[config.mk]
export PLATFORM = sky130hd
export DESIGN_NAME = pattern_matcher_flat
export DESIGN_NICKNAME = d
export VERILOG_FILES = /design/src/rtl/pattern_matcher_if.sv /design/src/rtl/pattern_matcher.sv /design/src/flat_wrapper.sv
export SDC_FILE = /design/constraint.sdc
export NUM_CORES = 1
export LEC_CHECK = 0
export ABC_CLOCK_PERIOD_IN_PS = 11950
export BUFFER_PORTS_ARGS = -buffer_cell sky130_fd_sc_hd__buf_2
export CORE_MARGIN = 2
export CORE_UTILIZATION = 48
export CTS_CLUSTER_DIAMETER = 60
export CTS_CLUSTER_SIZE = 25
export DETAILED_ROUTE_END_ITERATION = 8
export MAX_ROUTING_LAYER = met4
export PLACE_DENSITY_LB_ADDON = 0.08
export SKIP_CTS_REPAIR_TIMING = 1
export SYNTH_ARGS = -nofsm -noshare
export SYNTH_HDL_FRONTEND = slang
export SYNTH_SLANG_ARGS = --single-unit
[constraint.sdc]
create_clock -name clk -period 11.95 [get_ports clk]
set_clock_uncertainty 0.15 [all_clocks]
set_input_delay 1.7925 -clock clk [delete_from_list [all_inputs] [get_ports clk]]
set_output_delay 1.7925 -clock clk [all_outputs]
set_load 0.1 [all_outputs]
[src/rtl/pattern_matcher_if.sv]
// -----------------------------------------------------------------------------
// pattern_matcher_if
// Groups the symbol stream, configuration bus, counter clear and status
// outputs of pattern_matcher. clk and rst stay plain module ports.
//   slave  : the matcher side (takes stream/config, drives status)
//   master : the producer/consumer side (drives stream/config, reads status)
// Signals:
//   data_in/data_valid          received symbol and its qualifier
//   cfg_wr/cfg_ctrl             config strobe; 0 = pattern symbol, 1 = control
//   cfg_idx/cfg_data            pattern symbol write
//   cfg_len/cfg_mode            control write (length, 0 anchored / 1 streaming)
//   clr_count                   clear the match counter
//   accept/reject/match_pulse   match status
//   match_count/enabled         saturating match count, pattern-length valid
// -----------------------------------------------------------------------------
interface pattern_matcher_if #(
   parameter int DATA_W  = 8,
   parameter int MAX_LEN = 8,
   parameter int CNT_W   = 16
);
   localparam int IDX_W = (MAX_LEN > 1) ? $clog2(MAX_LEN) : 1;
   localparam int LEN_W = $clog2(MAX_LEN + 1);

   logic [DATA_W-1:0] data_in;
   logic              data_valid;
   logic              cfg_wr;
   logic              cfg_ctrl;
   logic [IDX_W-1:0]  cfg_idx;
   logic [DATA_W-1:0] cfg_data;
   logic [LEN_W-1:0]  cfg_len;
   logic              cfg_mode;
   logic              clr_count;
   logic              accept;
   logic              reject;
   logic              match_pulse;
   logic [CNT_W-1:0]  match_count;
   logic              enabled;

   modport slave (
      input  data_in, data_valid, cfg_wr, cfg_ctrl, cfg_idx, cfg_data,
             cfg_len, cfg_mode, clr_count,
      output accept, reject, match_pulse, match_count, enabled
   );

   modport master (
      output data_in, data_valid, cfg_wr, cfg_ctrl, cfg_idx, cfg_data,
             cfg_len, cfg_mode, clr_count,
      input  accept, reject, match_pulse, match_count, enabled
   );
endinterface

[src/rtl/pattern_matcher.sv]
// -----------------------------------------------------------------------------
// pattern_matcher
// Checks a byte stream against a runtime-programmable pattern of 1..MAX_LEN
// symbols. Anchored mode accepts/rejects whole sequences and restarts after
// each verdict; streaming mode reports every (overlapping) occurrence.
// Ports:
//   clk  system clock
//   rst  synchronous reset, active high
//   bus  pattern_matcher_if.slave (stream, config, counter clear, status)
// All status outputs are registered; a symbol's result appears the cycle
// after its data_valid.
// Build option: define PATTERN_MATCHER_CASE_FOLD_EN (DATA_W = 8) to compare
// ASCII letters case-insensitively; the stored pattern is not modified.
// -----------------------------------------------------------------------------
module pattern_matcher #(
   parameter int DATA_W  = 8,
   parameter int MAX_LEN = 8,
   parameter int CNT_W   = 16
) (
   input logic             clk,
   input logic             rst,
   pattern_matcher_if.slave bus
);
   localparam int IDX_W = (MAX_LEN > 1) ? $clog2(MAX_LEN) : 1;
   localparam int LEN_W = $clog2(MAX_LEN + 1);

   typedef enum logic [1:0] {
      IDLE     = 2'd0,
      MATCHING = 2'd1,
      ACCEPT   = 2'd2,
      REJECT   = 2'd3
   } state_t;

   logic [DATA_W-1:0] pattern_r [MAX_LEN];
   logic [DATA_W-1:0] win_r     [MAX_LEN];   // index 0 = newest symbol
   logic [DATA_W-1:0] win_s     [MAX_LEN];
   logic [LEN_W-1:0]  len_r;
   logic              mode_r;
   logic              enabled_r;
   state_t            state_r, state_n_s;
   logic [LEN_W-1:0]  pos_r, pos_n_s;
   logic [LEN_W-1:0]  fill_r, fill_n_s, fill_inc_s;
   logic              accept_r, accept_n_s;
   logic              reject_r, reject_n_s;
   logic              pulse_r, pulse_n_s;
   logic [CNT_W-1:0]  count_r;
   logic              shift_s;
   logic              anch_hit_s;
   logic              stream_hit_s;
   logic [IDX_W-1:0]  anch_idx_s;

   // Maps lower-case ASCII onto upper-case when folding is built in.
   function automatic logic [DATA_W-1:0] fold(input logic [DATA_W-1:0] b);
`ifdef PATTERN_MATCHER_CASE_FOLD_EN
      if ((b >= DATA_W'(8'h61)) && (b <= DATA_W'(8'h7A))) begin
         return b - DATA_W'(8'h20);
      end else begin
         return b;
      end
`else
      return b;
`endif
   endfunction

   function automatic logic sym_eq(input logic [DATA_W-1:0] a,
                                   input logic [DATA_W-1:0] b);
      return fold(a) == fold(b);
   endfunction

   // Candidate window with the incoming symbol shifted in at the newest end.
   always_comb begin
      win_s[0] = bus.data_in;
      for (int i = 1; i < MAX_LEN; i++) begin
         win_s[i] = win_r[i-1];
      end
   end

   // Streaming hit: newest len symbols equal pattern[0..len-1] in arrival order.
   always_comb begin
      fill_inc_s   = (fill_r == LEN_W'(MAX_LEN)) ? fill_r : (fill_r + LEN_W'(1));
      stream_hit_s = (fill_inc_s >= len_r);
      for (int i = 0; i < MAX_LEN; i++) begin
         if (i < int'(len_r)) begin
            if (!sym_eq(win_s[i], pattern_r[IDX_W'(int'(len_r) - 1 - i)])) begin
               stream_hit_s = 1'b0;
            end else begin
               stream_hit_s = stream_hit_s;
            end
         end else begin
            stream_hit_s = stream_hit_s;
         end
      end
   end

   // Anchored compare: only MATCHING continues a sequence, every other state starts at 0.
   always_comb begin
      if (state_r == MATCHING) begin
         anch_idx_s = IDX_W'(pos_r);
      end else begin
         anch_idx_s = IDX_W'(0);
      end
      anch_hit_s = sym_eq(bus.data_in, pattern_r[anch_idx_s]);
   end

   // Next-state and next-output logic; configuration writes flush and drop the symbol.
   always_comb begin
      state_n_s  = state_r;
      pos_n_s    = pos_r;
      fill_n_s   = fill_r;
      accept_n_s = accept_r;
      reject_n_s = reject_r;
      pulse_n_s  = 1'b0;
      shift_s    = 1'b0;
      if (bus.cfg_wr) begin
         state_n_s  = IDLE;
         pos_n_s    = LEN_W'(0);
         fill_n_s   = LEN_W'(0);
         accept_n_s = 1'b0;
         reject_n_s = 1'b0;
      end else if (bus.data_valid && enabled_r) begin
         if (mode_r) begin
            shift_s    = 1'b1;
            fill_n_s   = fill_inc_s;
            accept_n_s = stream_hit_s;
            reject_n_s = 1'b0;
            pulse_n_s  = stream_hit_s;
         end else begin
            case (state_r)
               MATCHING: begin
                  if (anch_hit_s && (pos_r == (len_r - LEN_W'(1)))) begin
                     state_n_s  = ACCEPT;
                     pos_n_s    = LEN_W'(0);
                     accept_n_s = 1'b1;
                     reject_n_s = 1'b0;
                     pulse_n_s  = 1'b1;
                  end else if (anch_hit_s) begin
                     pos_n_s = pos_r + LEN_W'(1);
                  end else begin
                     // the failing symbol is not retried as a new start
                     state_n_s  = REJECT;
                     pos_n_s    = LEN_W'(0);
                     accept_n_s = 1'b0;
                     reject_n_s = 1'b1;
                  end
               end
               IDLE, ACCEPT, REJECT: begin
                  if (anch_hit_s && (len_r == LEN_W'(1))) begin
                     state_n_s  = ACCEPT;
                     accept_n_s = 1'b1;
                     reject_n_s = 1'b0;
                     pulse_n_s  = 1'b1;
                  end else if (anch_hit_s) begin
                     state_n_s  = MATCHING;
                     pos_n_s    = LEN_W'(1);
                     accept_n_s = 1'b0;
                     reject_n_s = 1'b0;
                  end else begin
                     state_n_s  = REJECT;
                     pos_n_s    = LEN_W'(0);
                     accept_n_s = 1'b0;
                     reject_n_s = 1'b1;
                  end
               end
               default: begin
                  state_n_s  = IDLE;
                  pos_n_s    = LEN_W'(0);
                  accept_n_s = 1'b0;
                  reject_n_s = 1'b0;
               end
            endcase
         end
      end else begin
         pulse_n_s = 1'b0;
      end
   end

   // State, configuration, window and counter registers.
   always_ff @(posedge clk) begin
      if (rst) begin
         for (int i = 0; i < MAX_LEN; i++) begin
            pattern_r[i] <= '0;
            win_r[i]     <= '0;
         end
         len_r     <= LEN_W'(0);
         mode_r    <= 1'b0;
         enabled_r <= 1'b0;
         state_r   <= IDLE;
         pos_r     <= LEN_W'(0);
         fill_r    <= LEN_W'(0);
         accept_r  <= 1'b0;
         reject_r  <= 1'b0;
         pulse_r   <= 1'b0;
         count_r   <= CNT_W'(0);
      end else begin
         if (bus.cfg_wr && bus.cfg_ctrl) begin
            len_r     <= bus.cfg_len;
            mode_r    <= bus.cfg_mode;
            enabled_r <= (bus.cfg_len != LEN_W'(0)) && (int'(bus.cfg_len) <= MAX_LEN);
         end else if (bus.cfg_wr && (int'(bus.cfg_idx) < MAX_LEN)) begin
            pattern_r[bus.cfg_idx] <= bus.cfg_data;
         end
         if (shift_s) begin
            for (int i = 0; i < MAX_LEN; i++) begin
               win_r[i] <= win_s[i];
            end
         end
         state_r  <= state_n_s;
         pos_r    <= pos_n_s;
         fill_r   <= fill_n_s;
         accept_r <= accept_n_s;
         reject_r <= reject_n_s;
         pulse_r  <= pulse_n_s;
         if (bus.clr_count) begin
            count_r <= CNT_W'(0);
         end else if (pulse_n_s && (count_r != {CNT_W{1'b1}})) begin
            count_r <= count_r + CNT_W'(1);
         end
      end
   end

   assign bus.accept      = accept_r;
   assign bus.reject      = reject_r;
   assign bus.match_pulse = pulse_r;
   assign bus.match_count = count_r;
   assign bus.enabled     = enabled_r;
endmodule

[src/flat_wrapper.sv]
// flat-port wrapper written by rule: the top's interface ports become plain ports
module pattern_matcher_flat 
#(
   parameter int DATA_W  = 8,
   parameter int MAX_LEN = 8,
   parameter int CNT_W   = 16
)
  (clk, rst, bus_data_in, bus_data_valid, bus_cfg_wr, bus_cfg_ctrl, bus_cfg_idx, bus_cfg_data, bus_cfg_len, bus_cfg_mode, bus_clr_count, bus_accept, bus_reject, bus_match_pulse, bus_match_count, bus_enabled);
  pattern_matcher_if #(.DATA_W(DATA_W), .MAX_LEN(MAX_LEN), .CNT_W(CNT_W)) bus_i ();
  input logic clk;
  input logic rst;
  input wire logic [$bits(bus_i.data_in)-1:0] bus_data_in;
  input wire logic [$bits(bus_i.data_valid)-1:0] bus_data_valid;
  input wire logic [$bits(bus_i.cfg_wr)-1:0] bus_cfg_wr;
  input wire logic [$bits(bus_i.cfg_ctrl)-1:0] bus_cfg_ctrl;
  input wire logic [$bits(bus_i.cfg_idx)-1:0] bus_cfg_idx;
  input wire logic [$bits(bus_i.cfg_data)-1:0] bus_cfg_data;
  input wire logic [$bits(bus_i.cfg_len)-1:0] bus_cfg_len;
  input wire logic [$bits(bus_i.cfg_mode)-1:0] bus_cfg_mode;
  input wire logic [$bits(bus_i.clr_count)-1:0] bus_clr_count;
  output wire logic [$bits(bus_i.accept)-1:0] bus_accept;
  output wire logic [$bits(bus_i.reject)-1:0] bus_reject;
  output wire logic [$bits(bus_i.match_pulse)-1:0] bus_match_pulse;
  output wire logic [$bits(bus_i.match_count)-1:0] bus_match_count;
  output wire logic [$bits(bus_i.enabled)-1:0] bus_enabled;
  assign bus_i.data_in = bus_data_in;
  assign bus_i.data_valid = bus_data_valid;
  assign bus_i.cfg_wr = bus_cfg_wr;
  assign bus_i.cfg_ctrl = bus_cfg_ctrl;
  assign bus_i.cfg_idx = bus_cfg_idx;
  assign bus_i.cfg_data = bus_cfg_data;
  assign bus_i.cfg_len = bus_cfg_len;
  assign bus_i.cfg_mode = bus_cfg_mode;
  assign bus_i.clr_count = bus_clr_count;
  assign bus_accept = bus_i.accept;
  assign bus_reject = bus_i.reject;
  assign bus_match_pulse = bus_i.match_pulse;
  assign bus_match_count = bus_i.match_count;
  assign bus_enabled = bus_i.enabled;
  pattern_matcher #(.DATA_W(DATA_W), .MAX_LEN(MAX_LEN), .CNT_W(CNT_W)) u_core (.clk(clk), .rst(rst), .bus(bus_i));
endmodule
==> metrics.md, run 1 <==
| Metric | Value |
|---|---|
| Status | complete, no violations |
| Power Dens Cells | 127 mW/mm2 |
| Top FF cell, synth | edfxtp_1 |
| Switching part of the total | 0.282 |
| Register area share after synthesis | 0.405 |
| Synth area leader | edfxtp_1 |
| Starting Density | 0.489 |
| Wirelength per Cell | 22.0 um |
| Ant diodes | 0 |
| Pin count of the biggest net entering global routing | 57 |
| Crit Path Max Fanout | 42 |
| CTS H-tree lvls | 4 |
| F_max | 179 MHz |
| First-pass GRT wire length | roughly 42 mm |
| Final setup vio count | 0 |
| Clock sink count | approximately 160 |
| Vias post-DR | 7424 |
| Mapped Avg Cell Area | between 10 and 15 um2 |
| Hold WS | 0.344 ns |
| Critical Path RT | 12.12 ns |
| Vias in the first global route | a little under 7000 |
| RSZ-0062 raised after global routing | no |
| Setup CP Type | reg2reg |
| Initial antenna violation count | 0 |
| Fin Setup TNS | 0 ns |
| Synth-to-Final Area Change | 9.47% |
| Post-synthesis register bit count | 155 |
| Synth warn | 0 |
| Worst VDD drop | 0.0000768 V |
| Post-synth EDFFs | 120 |
| Drt first-iter violations | 542 |
| # IOs | 50 |
| Max Slew Vio Count | 0 |
| MaxCap Viol Count | 0 |
| Congestion Overflow GR | 0 |
| Die H | 153 um |
| Critical path endpoint category | flip-flop |
| Most frequent cells in the layout | edfxtp_1, and2_1, mux2i_1 |
| HP Class | reg2reg |
| Net count, final | 997 |
| Share of the synthesized area in the top cell type | 0.339 |
| Residual DRC count | 0 |
| Core area | 0.0218 mm2 |
| Leading cell type in the layout, fill and taps excluded | edfxtp_1 |
| Synthesized area | 0.0106 mm2 |
| Cts bufs inserted | 17 |
| CTS Buffer Depth | 2 |
| P_sw | roughly 420 uW |
| CTS tree | built |
| Synth area leaders | edfxtp_1, mux4_2, mux2i_1, and2_1, dfxtp_1 |
| Clock latency on the worst-skew pair | roughly 0.44 ns |
| Placed wire-length estimate | roughly 21 mm |
| Final hold violations | 0 |
| Tightest Pin Transition | 0.952 ns |
| Std cell rows | 54 |
| Synthesized net count | a little under 1000 |
| Drt pass-1 iters | 5 |
| Seq pwr share | 0.428 |
| Via/cell ratio | 5.95 |
| Ys async rst share | 0 |
| Port Buffers | between 40 and 50 |
| GP Congestion | 0.907 |
| Critical Path AT | 5.75 ns |
| Global-route usage over all layers | 0.247 |
| Clk pin slew, worst setup/hold paths | 0.07 ns |
| Clock network fraction of total power | 0.396 |
| Ratio of cells with drive above 1 in the final layout | 0.190 |
| Slew HR | 0.366 |
| Die X | 153 um |
| Synth Instances | 936 |
| Routed Wire Length | roughly 28 mm |
| Number of nets with antenna violations after routing | 0 |
| Clock root cell | clkbuf_16 |
| Cell Int Power | 1.06 mW |
| Static leakage | 4.05 nW |
| CP Launch Type | flip-flop |
| Combinational power share | 0.175 |
| Final Critical Period | ~5.6 ns |
| Unique masters post-synth | between 60 and 70 |
| Fin crit share | 0.466 |
| Die ar. | 0.0234 mm2 |
## metal layers
layer	share of wire	track usage	routed length (um)	vias to the layer above
met3	0.044	0.0301	1210	34
met4	0.027	0.0851	733	0
met5	0	-	0	-
met1	0.47	0.359	13000	3688
li1	-	-	-	3526
met2	0.46	0.360	12600	176
## sequential cells by signal (all words and copies together) (netlist names)
signal	cells
u_core.pattern_r	64
u_core.win_r	56
u_core.bus.match_count	16
u_core.fill_r	4
u_core.len_r	4
u_core.pos_r	4
u_core.state_r	2
u_core.bus.accept	1
u_core.bus.enabled	1
u_core.bus.match_pulse	1
u_core.bus.reject	1
u_core.mode_r	1
## cell usage after synthesis, types with 4 or more instances
library cell / n
dfxtp_1: 35
and3_1: 7
nand4_1: 15
buf_6: 4
buf_4: 6
ha_1: 12
nand2b_1: 9
inv_1: 11
o22ai_1: 7
or2_2: 12
nor2b_1: 9
o21ai_0: 14
nand3_1: 24
nand2_1: 43
edfxtp_1: 120
a31oi_1: 6
mux4_2: 59
buf_1: 6
mux2_2: 4
o221ai_1: 5
a21oi_1: 38
nand3b_1: 6
mux2i_1: 84
and2_1: 114
nor3_1: 18
buf_2: 17
mux4_1: 4
nor2_1: 48
or3_1: 10
o22a_1: 4
xnor2_1: 75
nor4_1: 14
a31o_2: 10
clkbuf_1: 23
xor2_1: 30
## cell type report
cell class,count,area (um2)
clock buffer,17,425
clock inverter,15,198
fill,1939,10100
inverter,13,48.8
multi-input combinational,711,6010
sequential,155,4310
tap,280,350
timing repair buffer,57,305
## through the flow
stage	setup WS [ns]	instance area [um2]	instances	total power, mW	util
after global placement	6.49	11000	1216	0.900	0.507
after global routing	6.00	11600	1248	1.53	0.535
after floorplan	6.31	10600	936	0.835	-
final	6.38	11600	1248	1.48	0.535
after CTS	6.38	11600	1248	1.49	0.535
after detailed placement	6.40	11000	1216	0.902	0.507
## power by group through the flow
stage	combinational (mW)	clock [mW]	sequential [mW]
final	0.259	0.586	0.633
after global placement	0.257	0	0.643
after detailed placement	0.259	0	0.643
after CTS	0.260	0.594	0.632
after global routing	0.278	0.616	0.635
after floorplan	0.205	0	0.630
## kinds of logic (layout without fill, tap and decap cells)
family                     after synthesis  after routing  synth area share
AOI/OAI and AO/OA                      103            103            0.0633
buffers and inverters                   70            102            0.0327
muxes                                  152            152             0.220
adders and majority gates               12             12            0.0141
DFF                                    155            155             0.405
and+or+nand+nor                        337            337             0.174
xor gates and xnor gates               107            107            0.0907
## critical path: stages, from the launching register on
cell and delay, ns:
dfxtp_2 0.33, clkinv_1 0.46, ha_4 0.88, buf_4 0.63, xnor3_1 0.98, mux2i_1 0.31, xnor2_1 0.10, nor4_2 0.28
nand4_1 0.19, a211oi_2 0.24, o21ai_1 0.14, o32ai_2 0.14, buf_4 0.30, a21oi_1 0.10, a31o_2 0.22
## worst paths after layout
path / startpoint / end / slack, ns / cells past startpoint
setup / recovery: u_core.len_r[0]$_SDFFE_PP0P_ / u_core.bus.match_count[13]$_SDFFE_PP0P_ / 6.38 / 14
hold / removal: u_core.fill_r[1]$_SDFFE_PP0P_ / u_core.fill_r[1]$_SDFFE_PP0P_ / 0.34 / 2
setup reg to reg: u_core.len_r[0]$_SDFFE_PP0P_ / u_core.bus.match_count[13]$_SDFFE_PP0P_ / 6.38 / 14
hold reg to reg: u_core.fill_r[1]$_SDFFE_PP0P_ / u_core.fill_r[1]$_SDFFE_PP0P_ / 0.34 / 2
No activity file was read; power rests on OpenSTA's default activity.
==> run 2: changes to the inputs <==
ABC_AREA = 1   (was unset)
ABC_CLOCK_PERIOD_IN_PS = 5000   (was 11950)
clock period = 5 ns   (was 11.95 ns; I/O delays follow)
==> run 2 against run 1 <==
Net effect:
- worst hold slack lost 0.012 ns
- cell count up 78%
- sequential share of layout area shrank 2.9 points
- count of clock-buffer cells in the layout up 1
- combinational power rose to 3.8 times the previous value
==> metrics.md, run 2 <==
| Metric | Value |
|---|---|
| Top reg by flops | u_core.pattern_r |
| Critical Path RT | 5.23 ns (-6.89 ns) |
| Post-synthesis register bit count | 155 (unchanged) |
| Combinational power share | 0.260 (+0.085) |
| Ratio of cells with drive above 1 in the final layout | 0.0643 (-0.126) |
| Tightest Pin Transition | 1.09 ns (+0.141 ns) |
| Core area | 0.0241 mm2 (+11%) |
| Die H | 160 um (+4.7%) |
| Clock root cell | clkbuf_16 |
| CP Launch Type | flip-flop |
| Register area share after synthesis | 0.368 (-0.0366) |
| Fin Setup TNS | 0 ns (unchanged) |
| Max reg flops | 64 (unchanged) |
| CTS H-tree lvls | 4 (unchanged) |
| HP Class | reg2reg |
| Share of the synthesized area in the top cell type | 0.308 (-0.0306) |
| Unique masters post-synth | 37 (-40%) |
| MaxCap Viol Count | 0 (unchanged) |
| Post-synth EDFFs | 120 (unchanged) |
| Synth warn | 0 (unchanged) |
| Congestion Overflow GR | 0 (unchanged) |
| Die ar. | 0.0256 mm2 (+9.7%) |
| Final Critical Period | 4.25 ns (-1.32 ns) |
| # IOs | 50 (unchanged) |
| Critical path endpoint category | flip-flop |
| F_max | 235 MHz (+31%) |
| Clock network fraction of total power | 0.344 (-0.052) |
| Ys async rst share | 0 (unchanged) |
| Synthesized area | 0.0117 mm2 (+9.9%) |
| Max stage delay on crit path | 0.52 ns (-0.46 ns) |
| Placed wire-length estimate | 28.0 mm (+32%) |
| Via/cell ratio | 5.33 (-10%) |
| CTS Buffer Depth | 2 (unchanged) |
| Crit path cell chain | inv_2 -> ha_1 -> inv_4 -> nand2_1 -> nand2_2 -> buf_4 -> nand2_1 -> nand3_1 -> nand3_1 -> nand2_1 -> nand2_1 -> inv_1 -> nand2_1 -> nor2_1 -> nand2_1 -> nor2_1 -> nand3_1 -> nand2_1 -> nand2_2 -> nand2_4 -> nand3_2 -> o21bai_1 -> inv_1 -> nor2_1 |
| Most frequent cells in the layout | nand2_1, nand3_1, nor2_1 |
| Initial antenna violation count | 0 (unchanged) |
| Commonest cells in the synthesized netlist | nand2_1, nand3_1, nor2_1 |
| Vias in the first global route | 10459 (+50%) |
| Crit path buf inv count | 5 (+2) |
| Routed Wire Length | 36.9 mm (+34%) |
| RSZ-0062 raised after global routing | no |
| Vias post-DR | 11831 (+59%) |
| Slew HR | 0.269 (-0.0968) |
| Static leakage | 6.36 nW (+57%) |
| Final setup vio count | 0 (unchanged) |
| Synth area leaders | edfxtp_1, nand2_1, nand3_1, nor2_1, inv_1 |
| CP dominant cell by count | nand2_1 |
| Cell Int Power | 2.43 mW (+130%) |
| Drt first-iter violations | 1400 (+160%) |
| Residual DRC count | 0 (unchanged) |
| Setup CP Type | reg2reg |
| Synthesized net count | 1917 (+96%) |
| Number of nets with antenna violations after routing | 0 (unchanged) |
| Leading cell type in the layout, fill and taps excluded | nand2_1 |
| GP Congestion | 0.949 (+4.7%) |
| Status | complete, no violations |
| Synth area leader | edfxtp_1 |
| Net count, final | 1926 (+93%) |
| Final hold violations | 0 (unchanged) |
| Drt pass-1 iters | 6 (+1) |
| Most numerous cell in the Yosys netlist | nand2_1 |
| Std cell rows | 57 (+5.6%) |
| Synth Instances | 1875 (+100%) |
| Wirelength per Cell | 16.6 um (-25%) |
| Worst VDD drop | 0.000188 V (+150%) |
| Critical Path AT | 4.48 ns (-1.27 ns) |
| Clock latency on the worst-skew pair | 0.44 ns (about the same) |
| Mapped Avg Cell Area | 6.24 um2 (-45%) |
| Clock sink count | 155 (unchanged) |
| Filler Cells Inserted | 2515 (+30%) |
| Power Dens Cells | 300 mW/mm2 (+140%) |
| Die X | 160 um (+4.7%) |
| Slowest-stage cell, CP | nand2_2 |
| P_sw | 1.37 mW (+230%) |
| Cts bufs inserted | 17 (unchanged) |
| Max Slew Vio Count | 0 (unchanged) |
| Clk pin slew, worst setup/hold paths | 0.07 ns (about the same) |
| Starting Density | 0.485 (-0.00376) |
| Synth-to-Final Area Change | 8.18% |
| Ant diodes | 0 (unchanged) |
| Seq pwr share | 0.396 (-0.032) |
| Crit Path Max Fanout | 31 (-26%) |
| Pin count of the biggest net entering global routing | 101 (+77%) |
| Top FF cell, synth | edfxtp_1 |
| CTS tree | built |
| Delay-heaviest family, CP | simple AND/OR/NAND/NOR gates |
| Switching part of the total | 0.361 (+0.0786) |
| Port Buffers | 49 (unchanged) |
| Hold WS | 0.332 ns (-0.0120 ns) |
| Global-route usage over all layers | 0.301 (+0.0537) |
| Fin crit share | 0.851 (+0.384) |
| First-pass GRT wire length | 58.4 mm (+38%) |
## run 2: layout make-up
cell class,instances,area (um2),share of cell area
Clock buffer,18,429,0.0339
Tap cell,324,405,0.0320
Inverter,196,738,0.0583
Timing Repair Buffer,65,378,0.0299
Sequential cell,155,4310,0.340
Multi-Input combinational cell,1449,6260,0.495
Clock inverter,14,138,0.0109
## run 2: per-stage QoR
step / worst slack (ns) / std cells / total power [mW] / instance area (um2) / util
global placement: 0.864 / 2189 / 2.48 / 12100 / 0.501
global route: 0.368 / 2221 / 3.98 / 12700 / 0.525
finish: 0.746 / 2221 / 3.80 / 12700 / 0.525
floorplan: 0.337 / 1875 / 2.23 / 11700 / -
detailed placement: 0.787 / 2189 / 2.49 / 12100 / 0.501
CTS: 0.797 / 2221 / 3.78 / 12700 / 0.525
## run 2: logic make-up after synthesis
family | after synthesis | share of synthesized area
compound gates | 65 | 0.0320
flops | 155 | 0.368
xor+xnor | 14 | 0.0105
buf+inv | 271 | 0.0980
simple gates | 1358 | 0.479
fa+ha+maj | 12 | 0.0128
## run 2: worst register-to-register path, stage by stage, from the launching register on
cell      delay (ns)
dfxtp_2         0.32
inv_2           0.23
ha_1            0.47
inv_4           0.27
nand2_1         0.09
nand2_2         0.52
buf_4           0.31
nand2_1         0.09
nand3_1         0.15
nand3_1         0.10
nand2_1         0.08
nand2_1         0.05
inv_1           0.06
nand2_1         0.05
nor2_1          0.12
nand2_1         0.07
nor2_1          0.08
nand3_1         0.09
nand2_1         0.08
nand2_2         0.12
nand2_4         0.17
nand3_2         0.17
o21bai_1        0.21
inv_1           0.05
nor2_1          0.10
## run 2: final timing paths
check	start	end	slack (ns)	cells past startpoint
worst max-delay path	u_core.len_r[0]$_SDFFE_PP0P_	u_core.bus.match_count[5]$_SDFFE_PP0P_	0.75	24
worst min-delay path	u_core.bus.reject$_SDFFE_PP0P_	u_core.bus.reject$_SDFFE_PP0P_	0.33	2
worst max register to register	u_core.len_r[0]$_SDFFE_PP0P_	u_core.bus.match_count[5]$_SDFFE_PP0P_	0.75	24
worst min register to register	u_core.bus.reject$_SDFFE_PP0P_	u_core.bus.reject$_SDFFE_PP0P_	0.33	2
## run 2: power by group through the flow
stage / Combinational [mW] / Clock [mW] / Sequential, mW
after detailed placement: 0.967 / 0 / 1.53
final: 0.985 / 1.31 / 1.50
after global placement: 0.957 / 0 / 1.53
after CTS: 0.971 / 1.32 / 1.50
after global routing: 1.12 / 1.35 / 1.51
after floorplan: 0.723 / 0 / 1.50
## run 2: layer usage
metal / wire (um) / GRT usage
met3: 2920 / 0.0470
met5: 0 / -
met4: 816 / 0.0807
met2: 15400 / 0.426
met1: 17800 / 0.445
==> run 3: changes to the inputs <==
ABC_CLOCK_PERIOD_IN_PS = 4100   (was 5000)
CTS_CLUSTER_DIAMETER = 80   (was 60)
clock period = 4.1 ns   (was 5 ns; I/O delays follow)
==> run 3 against run 2 <==
Net effect:
- worst setup slack worse by 0.39 ns
- wire length about the same
- critical path depth fell by 2
==> metrics.md, run 3 (synthesized netlist as in run 2, its figures left out) <==
| Metric | Value |
|---|---|
| Vias post-DR | 11897 (+0.56%) |
| Setup CP Type | reg2reg |
| Clk pin slew, worst setup/hold paths | 0.07 ns (about the same) |
| Std cell rows | 57 (unchanged) |
| Critical path endpoint category | flip-flop |
| Global-route usage over all layers | 0.300 (-0.000849) |
| Synth-to-Final Area Change | 9.46% |
| Final setup vio count | 0 (unchanged) |
| Congestion Overflow GR | 0 (unchanged) |
| Routed Wire Length | 36.9 mm (about the same) |
| HP Class | in2reg |
| Port Buffers | 49 (unchanged) |
| Power Dens Cells | 363 mW/mm2 (+21%) |
| Core area | 0.0241 mm2 (unchanged) |
| # IOs | 50 (unchanged) |
| First-pass GRT wire length | 58.3 mm (-0.24%) |
| Worst VDD drop | 0.000214 V (+14%) |
| Slowest-stage cell, CP | buf_4 |
| Max stage delay on crit path | 0.43 ns (-0.09 ns) |
| Ant diodes | 0 (unchanged) |
| Placed wire-length estimate | 28.1 mm (+0.62%) |
| Final core utilization | 0.531 (+0.00618) |
| R2R setup slack | 0.36 ns (-0.39 ns) |
| Wirelength per Cell | 16.5 um (-0.72%) |
| Top reg by flops | u_core.pattern_r |
| Critical Path AT | 3.91 ns (-0.57 ns) |
| Starting Density | 0.485 (unchanged) |
| Delay-heaviest family, CP | simple AND/OR/NAND/NOR gates |
| CP Launch Type | flip-flop |
| Worst path depth | 22 (-8.3%) |
| R2R depth | 22 (-8.3%) |
| Number of nets with antenna violations after routing | 0 (unchanged) |
| Fin crit share | 0.912 (+0.0613) |
| RSZ-0062 raised after global routing | no |
| Die H | 160 um (unchanged) |
| GP Congestion | 0.918 (-3.3%) |
| Crit path buf inv count | 3 (-2) |
| Final Critical Period | 3.74 ns (-0.514 ns) |
| Die X | 160 um (unchanged) |
| CTS tree | built |
| CTS H-tree lvls | 4 (unchanged) |
| Drt first-iter violations | 1524 (+8.9%) |
| Fin Setup TNS | 0 ns (unchanged) |
| CP dominant cell by count | nand2_1 |
| Residual DRC count | 0 (unchanged) |
| Die ar. | 0.0256 mm2 (unchanged) |
| Pin count of the biggest net entering global routing | 101 (unchanged) |
| Crit Path Max Fanout | 53 (+71%) |
| Drt pass-1 iters | 6 (unchanged) |
| Critical Path RT | 4.27 ns (-0.96 ns) |
| Vias in the first global route | 10418 (-0.39%) |
| Filler Cells Inserted | 2529 (+0.56%) |
| Ratio of cells with drive above 1 in the final layout | 0.0736 (+0.00932) |
| Cts bufs inserted | 17 (unchanged) |
| Crit path cell chain | inv_2 -> buf_4 -> nand2_1 -> nand2_2 -> buf_4 -> nand2_1 -> nand2_1 -> nand2_1 -> nand3_1 -> nand2_1 -> nor2_1 -> nand2_1 -> nor2_1 -> nand2_1 -> nor2_1 -> nand3_1 -> nand2_1 -> nand2_2 -> nand2_4 -> nand3_2 -> o21ai_0 -> a21oi_1 |
| Final hold violations | 0 (unchanged) |
| Static leakage | 6.46 nW (+1.6%) |
| Slew HR | 0.275 (+0.00582) |
| Clock latency on the worst-skew pair | 0.43 ns (about the same) |
| Net count, final | 1944 (+0.93%) |
| Max Slew Vio Count | 0 (unchanged) |
| MaxCap Viol Count | 0 (unchanged) |
| Leading cell type in the layout, fill and taps excluded | nand2_1 |
| Tightest Pin Transition | 1.08 ns (-0.00870 ns) |
| Clock root cell | clkbuf_16 |
| Via/cell ratio | 5.31 (-0.25%) |
| Status | complete, no violations |
| Initial antenna violation count | 0 (unchanged) |
| Clock sink count | 155 (unchanged) |
| Most frequent cells in the layout | nand2_1, nand3_1, nor2_1 |
| CTS Buffer Depth | 2 (unchanged) |
| F_max | 267 MHz (+14%) |
| Max reg flops | 64 (unchanged) |
| Hold path cells | 3 (+1) |
==> run 3: metrics by stage <==
step	power (mW)	hold WS, ns	instance area (um2)	worst slack (ns)	cells
6_report	4.65	0.333	12800	0.360	2239
5_1_grt	4.88	0.330	12800	0.0347	2239
4_1_cts	4.64	0.322	12800	0.379	2239
3_5_place_dp	3.07	0.329	12200	0.392	2207
3_3_place_gp	3.05	0.323	12200	0.404	2207
2_1_floorplan	2.71	0.314	11700	0.510	1875
==> run 3: worst register-to-register path: stages, from the launching register on <==
cell     delay (ns)
dfxtp_2        0.34
inv_2          0.07
buf_4          0.43
nand2_1        0.13
nand2_2        0.32
buf_4          0.26
nand2_1        0.07
nand2_1        0.17
nand2_1        0.10
nand3_1        0.09
nand2_1        0.05
nor2_1         0.18
nand2_1        0.07
nor2_1         0.13
nand2_1        0.07
nor2_1         0.08
nand3_1        0.08
nand2_1        0.08
nand2_2        0.13
nand2_4        0.17
nand3_2        0.16
o21ai_0        0.24
a21oi_1        0.06
==> run 3: cell type report <==
| cell class | instances | area [um2] | area share |
|---|---|---|---|
| multi-input cells | 1449 | 6260 | 0.489 |
| flip-flops and latches | 155 | 4310 | 0.336 |
| inverters | 196 | 738 | 0.0577 |
| repair buffers | 83 | 526 | 0.0410 |
| clock buffers | 19 | 464 | 0.0363 |
| well taps | 324 | 405 | 0.0317 |
| clock inverters | 13 | 104 | 0.00811 |
==> run 3: where the power goes <==
group | internal [mW] | leakage (nW) | switching (mW)
Combinational | 0.373 | 4.70 | 0.854
Sequential | 1.76 | 1.47 | 0.0782
Clock | 0.846 | 0.285 | 0.743
Total | 2.97 | 6.46 | 1.68
==> run 3: path summary, 6_finish.rpt <==
path	from	end
worst max-delay path	u_core.len_r[0]$_SDFFE_PP0P_	u_core.bus.match_count[12]$_SDFFE_PP0P_
worst min-delay path	bus_cfg_len[3]	u_core.bus.enabled$_SDFFE_PP0P_
worst max register to register	u_core.len_r[0]$_SDFFE_PP0P_	u_core.bus.match_count[12]$_SDFFE_PP0P_
worst min register to register	u_core.bus.reject$_SDFFE_PP0P_	u_core.bus.reject$_SDFFE_PP0P_
==> run 3: per-layer routing <==
metal  global-route usage  up-vias  routed length (um)
li1                     -     5990                   -
met3               0.0322       45                2740
met4               0.0934        0                 910
met5                    -        -                   0
met1                0.449     5380               17800
met2                0.422      482               15500
